**src/rtl/mtsp_if_fetch_pkg.sv**
```systemverilog
// Shared definitions for the MTSP instruction fetch stage.
package mtsp_if_fetch_pkg;

  localparam int unsigned UINST_W   = 32;
  localparam int unsigned UINSTX4_W = 4 * UINST_W;

  // All-ones bundle marks an empty slot (bubble) towards ID_0.
  localparam logic [UINSTX4_W-1:0] UINSTX4_BUBBLE = '1;

  typedef enum logic [1:0] {
    S_IDLE,
    S_RUN,
    S_DRAIN
  } fetch_state_e;

endpackage

```
**src/rtl/mtsp_if_fetch_if.sv**
```systemverilog
// Control, instruction-memory and ID_0 signals of the fetch stage.
interface mtsp_if_fetch_if #(
  parameter int unsigned PC_WIDTH = 16
);

  logic                                      EN;
  logic                                      STALL;
  logic                                      BR_EN;
  logic [PC_WIDTH-1:0]                       BR_PC;
  logic                                      IMEM_REQ;
  logic [PC_WIDTH-1:0]                       IMEM_ADDR;
  logic                                      IMEM_GRANT;
  logic                                      IMEM_RVALID;
  logic [mtsp_if_fetch_pkg::UINSTX4_W-1:0]   IMEM_RDATA;
  logic [PC_WIDTH-1:0]                       PC_OUT;
  logic [mtsp_if_fetch_pkg::UINSTX4_W-1:0]   UINSTx4_OUT;
  logic                                      IDLE;

  // Fetch stage side.
  modport master (
    input  EN, STALL, BR_EN, BR_PC, IMEM_GRANT, IMEM_RVALID, IMEM_RDATA,
    output IMEM_REQ, IMEM_ADDR, PC_OUT, UINSTx4_OUT, IDLE
  );

  // Environment side: core control, instruction memory and decode.
  modport slave (
    output EN, STALL, BR_EN, BR_PC, IMEM_GRANT, IMEM_RVALID, IMEM_RDATA,
    input  IMEM_REQ, IMEM_ADDR, PC_OUT, UINSTx4_OUT, IDLE
  );

endinterface

```
**src/rtl/mtsp_if_fifo.sv**
```systemverilog
// Prefetch FIFO of {PC, bundle} pairs; pointers carry an extra wrap bit.
module mtsp_if_fifo
  import mtsp_if_fetch_pkg::*;
#(
  parameter int unsigned PC_WIDTH = 16,
  parameter int unsigned DEPTH    = 2
) (
  input  logic                      CLK,
  input  logic                      nRST,
  input  logic                      push,
  input  logic                      pop,
  input  logic                      flush,
  input  logic [PC_WIDTH-1:0]       push_pc,
  input  logic [UINSTX4_W-1:0]      push_data,
  output logic [PC_WIDTH-1:0]       head_pc,
  output logic [UINSTX4_W-1:0]      head_data,
  output logic                      empty,
  output logic [$clog2(DEPTH):0]    count
);

  localparam int unsigned AW = $clog2(DEPTH);

  logic [PC_WIDTH-1:0]  pc_mem   [DEPTH];
  logic [UINSTX4_W-1:0] data_mem [DEPTH];
  logic [AW:0]          wr_ptr_q;
  logic [AW:0]          rd_ptr_q;

  // Pointer update; flush empties the FIFO and wins over push/pop.
  always_ff @(posedge CLK or negedge nRST) begin
    if (!nRST) begin
      wr_ptr_q <= '0;
      rd_ptr_q <= '0;
    end else if (flush) begin
      wr_ptr_q <= '0;
      rd_ptr_q <= '0;
    end else begin
      if (push) wr_ptr_q <= wr_ptr_q + (AW + 1)'(1);
      if (pop)  rd_ptr_q <= rd_ptr_q + (AW + 1)'(1);
    end
  end

  // Entry storage, no reset needed since occupancy is tracked by the pointers.
  always_ff @(posedge CLK) begin
    if (push && !flush) begin
      pc_mem[wr_ptr_q[AW-1:0]]   <= push_pc;
      data_mem[wr_ptr_q[AW-1:0]] <= push_data;
    end
  end

  assign head_pc   = pc_mem[rd_ptr_q[AW-1:0]];
  assign head_data = data_mem[rd_ptr_q[AW-1:0]];
  assign empty     = (wr_ptr_q == rd_ptr_q);
  assign count     = wr_ptr_q - rd_ptr_q;

endmodule

```
**src/rtl/mtsp_if_fetch.sv**
```systemverilog
// MTSP instruction fetch: PC, bundle requests, prefetch buffer, ID_0 output register.
module mtsp_if_fetch
  import mtsp_if_fetch_pkg::*;
#(
  parameter int unsigned         PC_WIDTH   = 16,
  parameter int unsigned         FIFO_DEPTH = 2,
  parameter logic [PC_WIDTH-1:0] BOOT_PC    = '0
) (
  input logic            CLK,
  input logic            nRST,
  mtsp_if_fetch_if.master bus
);

  localparam int unsigned CW = $clog2(FIFO_DEPTH) + 1;

  fetch_state_e         state_q, state_d;
  logic [PC_WIDTH-1:0]  fetch_pc_q, fetch_pc_d;
  logic [CW-1:0]        outstanding_q, outstanding_d;
  logic [CW-1:0]        discard_q, discard_d;
  logic [PC_WIDTH-1:0]  pc_out_q;
  logic [UINSTX4_W-1:0] uinst_out_q;

  logic                 fifo_empty;
  logic [CW-1:0]        fifo_count;
  logic [PC_WIDTH-1:0]  fifo_pc;
  logic [UINSTX4_W-1:0] fifo_data;
  logic [CW:0]          in_use;
  logic                 req, grant, resp, push, pop;

  // Slots already claimed: buffered bundles plus reads still in flight.
  assign in_use = {1'b0, fifo_count} + {1'b0, outstanding_q};
  assign req    = (state_q == S_RUN) && (in_use < (CW + 1)'(FIFO_DEPTH));
  assign grant  = req && bus.IMEM_GRANT;
  // Responses with nothing outstanding (e.g. left over from before reset) are ignored.
  assign resp   = bus.IMEM_RVALID && (outstanding_q != '0);
  assign push   = resp && (discard_q == '0) && !bus.BR_EN;
  assign pop    = !bus.STALL && !bus.BR_EN && !fifo_empty;

  mtsp_if_fifo #(
    .PC_WIDTH (PC_WIDTH),
    .DEPTH    (FIFO_DEPTH)
  ) u_fifo (
    .CLK       (CLK),
    .nRST      (nRST),
    .push      (push),
    .pop       (pop),
    .flush     (bus.BR_EN),
    .push_pc   (fetch_pc_q - PC_WIDTH'(outstanding_q)),
    .push_data (bus.IMEM_RDATA),
    .head_pc   (fifo_pc),
    .head_data (fifo_data),
    .empty     (fifo_empty),
    .count     (fifo_count)
  );

  // Next-state for FSM, fetch PC and in-flight/discard counters.
  always_comb begin
    state_d       = state_q;
    fetch_pc_d    = fetch_pc_q;
    outstanding_d = outstanding_q;
    discard_d     = discard_q;

    unique case ({grant, resp})
      2'b10:   outstanding_d = outstanding_q + CW'(1);
      2'b01:   outstanding_d = outstanding_q - CW'(1);
      default: outstanding_d = outstanding_q;
    endcase

    if (bus.BR_EN) begin
      // Everything still in flight after this cycle belongs to the old path.
      discard_d  = outstanding_d;
      fetch_pc_d = bus.BR_PC;
    end else begin
      if (resp && (discard_q != '0)) discard_d = discard_q - CW'(1);
      if (grant) fetch_pc_d = fetch_pc_q + PC_WIDTH'(1);
    end

    unique case (state_q)
      S_IDLE:  if (bus.EN) state_d = S_RUN;
      S_RUN:   if (!bus.EN) state_d = S_DRAIN;
      S_DRAIN: begin
        if (bus.EN)                   state_d = S_RUN;
        else if (outstanding_d == '0) state_d = S_IDLE;
      end
      default: state_d = S_IDLE;
    endcase
  end

  // Control state registers.
  always_ff @(posedge CLK or negedge nRST) begin
    if (!nRST) begin
      state_q       <= S_IDLE;
      fetch_pc_q    <= BOOT_PC;
      outstanding_q <= '0;
      discard_q     <= '0;
    end else begin
      state_q       <= state_d;
      fetch_pc_q    <= fetch_pc_d;
      outstanding_q <= outstanding_d;
      discard_q     <= discard_d;
    end
  end

  // ID_0 output register: redirect forces a bubble, stall holds, else pop or bubble.
  always_ff @(posedge CLK or negedge nRST) begin
    if (!nRST) begin
      pc_out_q    <= '0;
      uinst_out_q <= UINSTX4_BUBBLE;
    end else if (bus.BR_EN) begin
      uinst_out_q <= UINSTX4_BUBBLE;
    end else if (!bus.STALL) begin
      if (pop) begin
        pc_out_q    <= fifo_pc;
        uinst_out_q <= fifo_data;
      end else begin
        uinst_out_q <= UINSTX4_BUBBLE;
      end
    end
  end

  assign bus.IMEM_REQ    = req;
  assign bus.IMEM_ADDR   = fetch_pc_q;
  assign bus.PC_OUT      = pc_out_q;
  assign bus.UINSTx4_OUT = uinst_out_q;
  assign bus.IDLE        = (state_q == S_IDLE) && (outstanding_q == '0);

endmodule

```
**src/flat_wrapper.sv**
```systemverilog
// flat-port wrapper written by rule: the top's interface ports become plain ports
module mtsp_if_fetch_flat import mtsp_if_fetch_pkg::*;
#(
  parameter int unsigned         PC_WIDTH   = 16,
  parameter int unsigned         FIFO_DEPTH = 2,
  parameter logic [PC_WIDTH-1:0] BOOT_PC    = '0
)
  (CLK, nRST, bus_EN, bus_STALL, bus_BR_EN, bus_BR_PC, bus_IMEM_GRANT, bus_IMEM_RVALID, bus_IMEM_RDATA, bus_IMEM_REQ, bus_IMEM_ADDR, bus_PC_OUT, bus_UINSTx4_OUT, bus_IDLE);
  mtsp_if_fetch_if #(.PC_WIDTH(PC_WIDTH)) bus_i ();
  input logic CLK;
  input logic nRST;
  input wire logic [$bits(bus_i.EN)-1:0] bus_EN;
  input wire logic [$bits(bus_i.STALL)-1:0] bus_STALL;
  input wire logic [$bits(bus_i.BR_EN)-1:0] bus_BR_EN;
  input wire logic [$bits(bus_i.BR_PC)-1:0] bus_BR_PC;
  input wire logic [$bits(bus_i.IMEM_GRANT)-1:0] bus_IMEM_GRANT;
  input wire logic [$bits(bus_i.IMEM_RVALID)-1:0] bus_IMEM_RVALID;
  input wire logic [$bits(bus_i.IMEM_RDATA)-1:0] bus_IMEM_RDATA;
  output wire logic [$bits(bus_i.IMEM_REQ)-1:0] bus_IMEM_REQ;
  output wire logic [$bits(bus_i.IMEM_ADDR)-1:0] bus_IMEM_ADDR;
  output wire logic [$bits(bus_i.PC_OUT)-1:0] bus_PC_OUT;
  output wire logic [$bits(bus_i.UINSTx4_OUT)-1:0] bus_UINSTx4_OUT;
  output wire logic [$bits(bus_i.IDLE)-1:0] bus_IDLE;
  assign bus_i.EN = bus_EN;
  assign bus_i.STALL = bus_STALL;
  assign bus_i.BR_EN = bus_BR_EN;
  assign bus_i.BR_PC = bus_BR_PC;
  assign bus_i.IMEM_GRANT = bus_IMEM_GRANT;
  assign bus_i.IMEM_RVALID = bus_IMEM_RVALID;
  assign bus_i.IMEM_RDATA = bus_IMEM_RDATA;
  assign bus_IMEM_REQ = bus_i.IMEM_REQ;
  assign bus_IMEM_ADDR = bus_i.IMEM_ADDR;
  assign bus_PC_OUT = bus_i.PC_OUT;
  assign bus_UINSTx4_OUT = bus_i.UINSTx4_OUT;
  assign bus_IDLE = bus_i.IDLE;
  mtsp_if_fetch #(.PC_WIDTH(PC_WIDTH), .FIFO_DEPTH(FIFO_DEPTH), .BOOT_PC(BOOT_PC)) u_core (.CLK(CLK), .nRST(nRST), .bus(bus_i));
endmodule
```
**config.mk**
```make
export PLATFORM = sky130hd
export DESIGN_NAME = mtsp_if_fetch_flat
export DESIGN_NICKNAME = d
export VERILOG_FILES = /design/src/rtl/mtsp_if_fetch_pkg.sv /design/src/rtl/mtsp_if_fetch_if.sv /design/src/rtl/mtsp_if_fifo.sv /design/src/rtl/mtsp_if_fetch.sv /design/src/flat_wrapper.sv
export SDC_FILE = /design/constraint.sdc
export NUM_CORES = 1
export LEC_CHECK = 0
export BUFFER_PORTS_ARGS = -buffer_cell sky130_fd_sc_hd__buf_4
export CORE_MARGIN = 1.5
export CORE_UTILIZATION = 60
export DETAILED_ROUTE_END_ITERATION = 12
export GPL_TIMING_DRIVEN = 0
export PLACE_DENSITY = 0.85
export SLEW_MARGIN = 30
export SYNTH_ARGS = -nofsm -noshare
export SYNTH_HDL_FRONTEND = slang
export SYNTH_SLANG_ARGS = --single-unit
```
**constraint.sdc**
```tcl
create_clock -name CLK -period 19.4 [get_ports CLK]
set_input_delay 1.94 -clock CLK [delete_from_list [all_inputs] [get_ports CLK]]
set_output_delay 1.94 -clock CLK [all_outputs]
set_load 0.05 [all_outputs]
```
==> results of run 1 <==
## registers in the layout, summed over array words and instances, names as in the netlist
| signal | cells |
|---|---|
| u_core.u_fifo.rd_ptr_q | 2 |
| u_core.u_fifo.data_mem | 256 |
| u_core.state_q | 2 |
| u_core.bus.IMEM_ADDR | 16 |
| u_core.u_fifo.wr_ptr_q | 2 |
| u_core.bus.UINSTx4_OUT | 128 |
| u_core.bus.PC_OUT | 16 |
| u_core.outstanding_q | 2 |
| u_core.discard_q | 2 |
| u_core.u_fifo.pc_mem | 32 |
## final cells by class
cell class	count	area (sq um)	area share (%)
sequential	458	13060	59.83
multi-input combinational	595	3807	17.44
timing repair buffer	352	2716	12.44
clock buffer	77	1389	6.361
tap	378	473.0	2.166
buffer	64	264.0	1.209
clock inverter	7	67.56	0.3095
inverter	13	48.80	0.2235
antenna	2	5.005	0.02292
## tightest hold or removal path, cell delays in order, from the launching register on
cell	delay, ps
dfstp_2	370
nor2_1	90
a21oi_1	40
## cell usage after synthesis, drive strengths merged, types with 8 or more instances
library cell and n:
a21oi 145, buf 21, clkbuf 43, dfrtp 42, dfstp 128, edfxtp 288
inv 13, mux2i 149, nand2 28, nor2 161, nor3 10, o21ai 13
xnor2 23, xor2 8
## logic make-up (layout without fill, tap and decap cells)
kind of cell | Yosys count | in the layout | share of synthesized area (%)
XOR/XNOR | 31 | 31 | 1.582
AND/OR/NAND/NOR | 235 | 235 | 5.875
flip-flops | 458 | 458 | 76.10
other | 0 | 2 | 0
AO/OA/AOI/OAI | 171 | 171 | 5.197
adder cells (fa/ha/maj) | 8 | 8 | 0.6706
buffers and inverters | 77 | 513 | 1.822
multiplexers | 150 | 150 | 8.754
## worst min-delay path by stage
stage                                 from  cells after the start                          end
2_1_floorplan    u_core.u_fifo.rd_ptr_q[1]                      1    u_core.u_fifo.rd_ptr_q[1]
3_5_place_dp   u_core.bus.UINSTx4_OUT[110]                      2  u_core.bus.UINSTx4_OUT[110]
4_1_cts        u_core.bus.UINSTx4_OUT[110]                      2  u_core.bus.UINSTx4_OUT[110]
3_3_place_gp     u_core.u_fifo.rd_ptr_q[1]                      1    u_core.u_fifo.rd_ptr_q[1]
6_report       u_core.bus.UINSTx4_OUT[110]                      2  u_core.bus.UINSTx4_OUT[110]
5_1_grt         u_core.bus.UINSTx4_OUT[34]                      2   u_core.bus.UINSTx4_OUT[34]
## power by group through the flow
stage | Sequential (mW) | Combinational, mW | Clock, mW
after CTS | 1.24 | 0.746 | 0.856
final | 1.24 | 0.743 | 0.845
after global routing | 1.25 | 0.786 | 0.894
after floorplan | 1.47 | 0.282 | 0
after global placement | 1.27 | 0.703 | 0
after detailed placement | 1.25 | 0.739 | 0
## per-layer routing
metal / wire length (um) / vias up / GRT usage (%)
met1: 15030 / 5427 / 32.11
met3: 2980 / 98 / 6.638
met5: 0 / - / 0
met2: 20790 / 410 / 47.79
met4: 1693 / 0 / 11.08
li1: - / 4884 / -
==> impl_metrics.tcl, run 1 <==
set metrics [dict create \
    holdWs_ps 499.3 \
    synth_top_area_share_pct 50.38 \
    grt-ovfl-total 0 \
    fmax_ghz 0.2101 \
    yosysSeqAreaShare_pct 76.10 \
    clock_sinks 458 \
    wl_mm 40.50 \
    seqPwrFrac_pct 43.8 \
    fillers 1602 \
    slew_violations 0 \
    crit_path_max_fanout 10 \
    crit_cells 7 \
    synthCells 1130 \
    drtPass1Iterations 5 \
    synth_seq_cells 458 \
    cts_tree "done" \
    slew_headroom_pct 35.99 \
    clk_path_buf_depth 3 \
    cp-endpoint "bus_IMEM_REQ" \
    grt_setup_unrepaired "no" \
    htreeDepth 2 \
    cp-start-kind "flip-flop" \
    synth_ff_type "edfxtp_1" \
    cp.required_ps 17460 \
    grt.total_usage_pct 27.18 \
    antenna_found_initial 1 \
    p_sw_share_pct 31.85 \
    comb_power_share_pct 26.3 \
    power_density_nw_per_um2 129.4 \
    worstSkewPairLatency_ps 520 \
    place_inst 1859 \
    p_switching_uw 899.8 \
    setup_tns_ps 0 \
    die_w_um 172.1 \
    fin_util_pct 78.16 \
    critical_path_class "reg2out" \
    startpoint "u_core.u_fifo.wr_ptr_q[1]" \
    worst_pin_slew_ps 960.2 \
    finalSetupViolCount 0 \
    finalHoldViolCount 0 \
    vias 10820 \
    end_kind "output pin" \
    cp_cell_sequence "xnor2_1, xor2_1, fa_1, nand4b_1, clkbuf_1, inv_1, buf_4" \
    power_mw 2.825 \
    ctsResizeCount 0 \
    leakagePower_nw 7.913 \
    final_common_cell "buf_4" \
    dp_hpwl_mm 27.75 \
    grt_max_degree 79 \
    cp_top_family "buffers and inverters" \
    r2r_end "u_core.discard_q[1]" \
    cts_buffers 45 \
    synthArstFlopShare_pct 37.12 \
    start_util_pct 61.45 \
    hold_path_class "reg2reg" \
    netlist_area_sq_um 17170 \
    core_sq_um 27930 \
    final_nets 1688 \
    grt_pass1_wl_mm 60.61 \
    cts_hold_buf 0 \
    p_clk_share_pct 29.9 \
    die_h_um 172.1 \
    cpMaxStageDelayCell "fa_1" \
    reg2reg_slack_ps 16230 \
    yosys.area.top_type "edfxtp_1" \
    viasPerCell 5.560 \
    clk_pin_slew_worst_paths_ps 60 \
    setup_ws_ps 14640 \
    internal-power_mw 1.925 \
    area_delta_synth_final_pct 27.20 \
    stdcell_area_sq_um 21830 \
    yosysWarnings 0 \
    synth_edf_count 288 \
    status "finished, final reports clean" \
    post_cts_buffers 0 \
    min_period_over_period_pct 24.53 \
    postPlaceCellArea_sq_um 20360 \
    final_cells 1946 \
    drc 0 \
    drt_iter0_markers 805 \
    place_ws_ps 14580 \
    io_buffers 311 \
    fin_crit_ps 4759 \
    synth_nets 1289 \
    reg2reg_depth 12 \
    final_antenna_net_count 0 \
    wl_per_cell_um 20.81 \
    gp_congestion 0.8479 \
    cp_data_arrival_time_ps 2820 \
    grt_pass1_vias 11380 \
    ys_top_cells_by_area "edfxtp_1, dfstp_2, mux2i_1, dfrtp_1, a21oi_1" \
    r2r-start "u_core.u_fifo.wr_ptr_q[1]" \
    peakVddDrop_mv 0.09928 \
    finClkSkew_ps 15.19 \
    layout_common_cells "buf_4, edfxtp_1, nor2_1, mux2i_1, a21oi_1" \
    cts_root_buffer "clkbuf_16" \
    die-area_sq_um 29630 \
    io_pins 313 \
    row_count 61 \
    max_cap_viol_count 0 \
    critical_path_buf_inv_count 3 \
    synth.avg_cell_area_sq_um 15.19 \
    synth_cell_types 41 \
    drive_gt1_share_pct 35.82 \
    cp_slowest_stage_delay_ps 450 \
]
(Power assumes the default switching activity.)
==> run 2: changes to the inputs <==
--- a/config.mk
+++ b/config.mk
@@ -7,10 +7,10 @@
 export LEC_CHECK = 0
 export BUFFER_PORTS_ARGS = -buffer_cell sky130_fd_sc_hd__buf_4
 export CORE_MARGIN = 1.5
-export CORE_UTILIZATION = 60
+export CORE_UTILIZATION = 55
 export DETAILED_ROUTE_END_ITERATION = 12
 export GPL_TIMING_DRIVEN = 0
-export PLACE_DENSITY = 0.85
+export PLACE_DENSITY = 0.79
 export SLEW_MARGIN = 30
 export SYNTH_ARGS = -nofsm -noshare
 export SYNTH_HDL_FRONTEND = slang
==> constraint.sdc (replaced) <==
create_clock -name CLK -period 5 [get_ports CLK]
set_input_delay 0.5 -clock CLK [delete_from_list [all_inputs] [get_ports CLK]]
set_output_delay 0.5 -clock CLK [all_outputs]
set_load 0.05 [all_outputs]
==> run 2 against run 1 <==
Power increased to 3.9 times the previous value. Sequential power increased to 3.9 times the previous value. Combinational power grew to 3.9 times the previous value. Clock-buffer cell count down 2. Non-clock buffer count is 12 lower. Final cell count grew 0.31%. Critical path type unchanged.
==> impl_metrics.tcl, run 2 (synthesis results as in run 1) <==
set metrics [dict create \
    status "finished, final reports clean" \
    cp_data_arrival_time_ps 2900 \
    ctsResizeCount 0 \
    setup_tns_ps 0 \
    io_buffers 311 \
    postPlaceCellArea_sq_um 20450 \
    drt_iter0_markers 710 \
    die-area_sq_um 32280 \
    cpMaxStageDelayCell "fa_1" \
    clk_pin_slew_worst_paths_ps 60 \
    min_from "bus_EN" \
    leakagePower_nw 7.886 \
    io_pins 313 \
    post_cts_buffers 0 \
    end_kind "output pin" \
    cts_buffers 45 \
    crit_path_frequent_cell "inv_1" \
    reg2reg_depth 13 \
    finalHoldViolCount 0 \
    power_mw 10.91 \
    fmax_ghz 0.2940 \
    place_inst 1865 \
    largest_reg_flops 256 \
    slew_violations 0 \
    grt_max_degree 71 \
    cts_tree "done" \
    cp_top_family "buffers and inverters" \
    peakVddDrop_mv 0.3731 \
    grt_pass1_wl_mm 61.09 \
    wl_mm 38.97 \
    worst_pin_slew_ps 1022 \
    dp_hpwl_mm 27.06 \
    min_period_over_period_pct 68.02 \
    clk_path_buf_depth 3 \
    cp.required_ps 4500 \
    wl_per_cell_um 19.97 \
    area_delta_synth_final_pct 27.60 \
    drtPass1Iterations 5 \
    critical_path_class "reg2out" \
    start_util_pct 55.97 \
    grt.total_usage_pct 24.27 \
    reg2reg_slack_ps 1740 \
    startpoint "u_core.u_fifo.wr_ptr_q[0]" \
    final_common_cell "buf_4" \
    die_w_um 179.7 \
    cts_hold_buf 1 \
    min_to "u_core.state_q[1]" \
    antenna_found_initial 2 \
    worstSkewPairLatency_ps 530 \
    row_count 64 \
    htreeDepth 2 \
    clock_sinks 458 \
    vias 10560 \
    worstHoldPathCells 2 \
    final_nets 1676 \
    max_cap_viol_count 0 \
    layout_common_cells "buf_4, edfxtp_1, nor2_1, mux2i_1, a21oi_1" \
    finalSetupViolCount 0 \
    gp_congestion 0.8322 \
    critical_path_buf_inv_count 4 \
    cts_root_buffer "clkbuf_16" \
    holdWs_ps 120.0 \
    drive_gt1_share_pct 35.46 \
    drc 0 \
    stdcell_area_sq_um 21900 \
    die_h_um 179.7 \
    final_cells 1952 \
    slew_headroom_pct 31.85 \
    hold_path_class "in2reg" \
    grt-ovfl-total 0 \
    cp_cell_sequence "inv_1, ha_1, nand2b_1, fa_1, nand4b_1, clkbuf_1, inv_1, buf_4" \
    fin_crit_ps 3401 \
    cp_slowest_stage_delay_ps 440 \
    r2r_end "u_core.discard_q[1]" \
    final_antenna_net_count 0 \
    power_density_nw_per_um2 497.9 \
    finClkSkew_ps 13.33 \
    viasPerCell 5.410 \
    crit_path_max_fanout 10 \
    grt_pass1_vias 11100 \
    cp-start-kind "flip-flop" \
    grt_setup_unrepaired "no" \
    r2r-start "u_core.u_fifo.wr_ptr_q[0]" \
    core_sq_um 30670 \
]
run 2: changes by cell type in the layout (fill, tap and decap cells not counted), sizes merged:
cell and delta:
clkbuf -2, bufinv -1, dlygate4sd3 +1, clkinv +3, buf -13
run 2: metrics by stage:
| stage | worst slack (ps) | utilization, % |
|---|---|---|
| after floorplan | 47.37 | - |
| after global placement | -2239 | 65.27 |
| after detailed placement | 1745 | 66.67 |
| after CTS | 1584 | 71.40 |
| after global routing | 1448 | 71.42 |
| final | 1599 | 71.42 |
run 2: worst max path at each step:
stage / slack, ps / cells after the start / endpoint
2_1_floorplan: 50 / 4 / u_core.u_fifo.data_mem[0][0]
3_3_place_gp: -2240 / 4 / u_core.u_fifo.data_mem[1][88]
3_5_place_dp: 1740 / 13 / u_core.discard_q[1]
4_1_cts: 1580 / 8 / bus_IMEM_REQ
5_1_grt: 1450 / 8 / bus_IMEM_REQ
6_report: 1600 / 8 / bus_IMEM_REQ
run 2: power breakdown:
group          switching, mW  internal (mW)
registers              0.206           4.58
logic                   1.91          0.958
clock network           1.36           1.90
total                   3.47           7.44
run 2: per-layer routing:
layer | vias up | track usage (%) | wire length (um)
li1 | 4859 | - | -
met1 | 5249 | 31.11 | 15640
met2 | 362 | 40.57 | 19360
met3 | 91 | 5.328 | 2440
met4 | 0 | 9.600 | 1528
met5 | - | 0 | 0
run 2: layout make-up:
type,count,area (sq um)
multi-input cells,595,3820
repair buffers,340,2764
clock buffers,75,1391
flip-flops and latches,458,13060
clock inverters,9,51.30
fillers,1978,8766
inverters,13,48.80
diodes,2,5.005
plain buffers,64,265.3
well taps,396,495.5
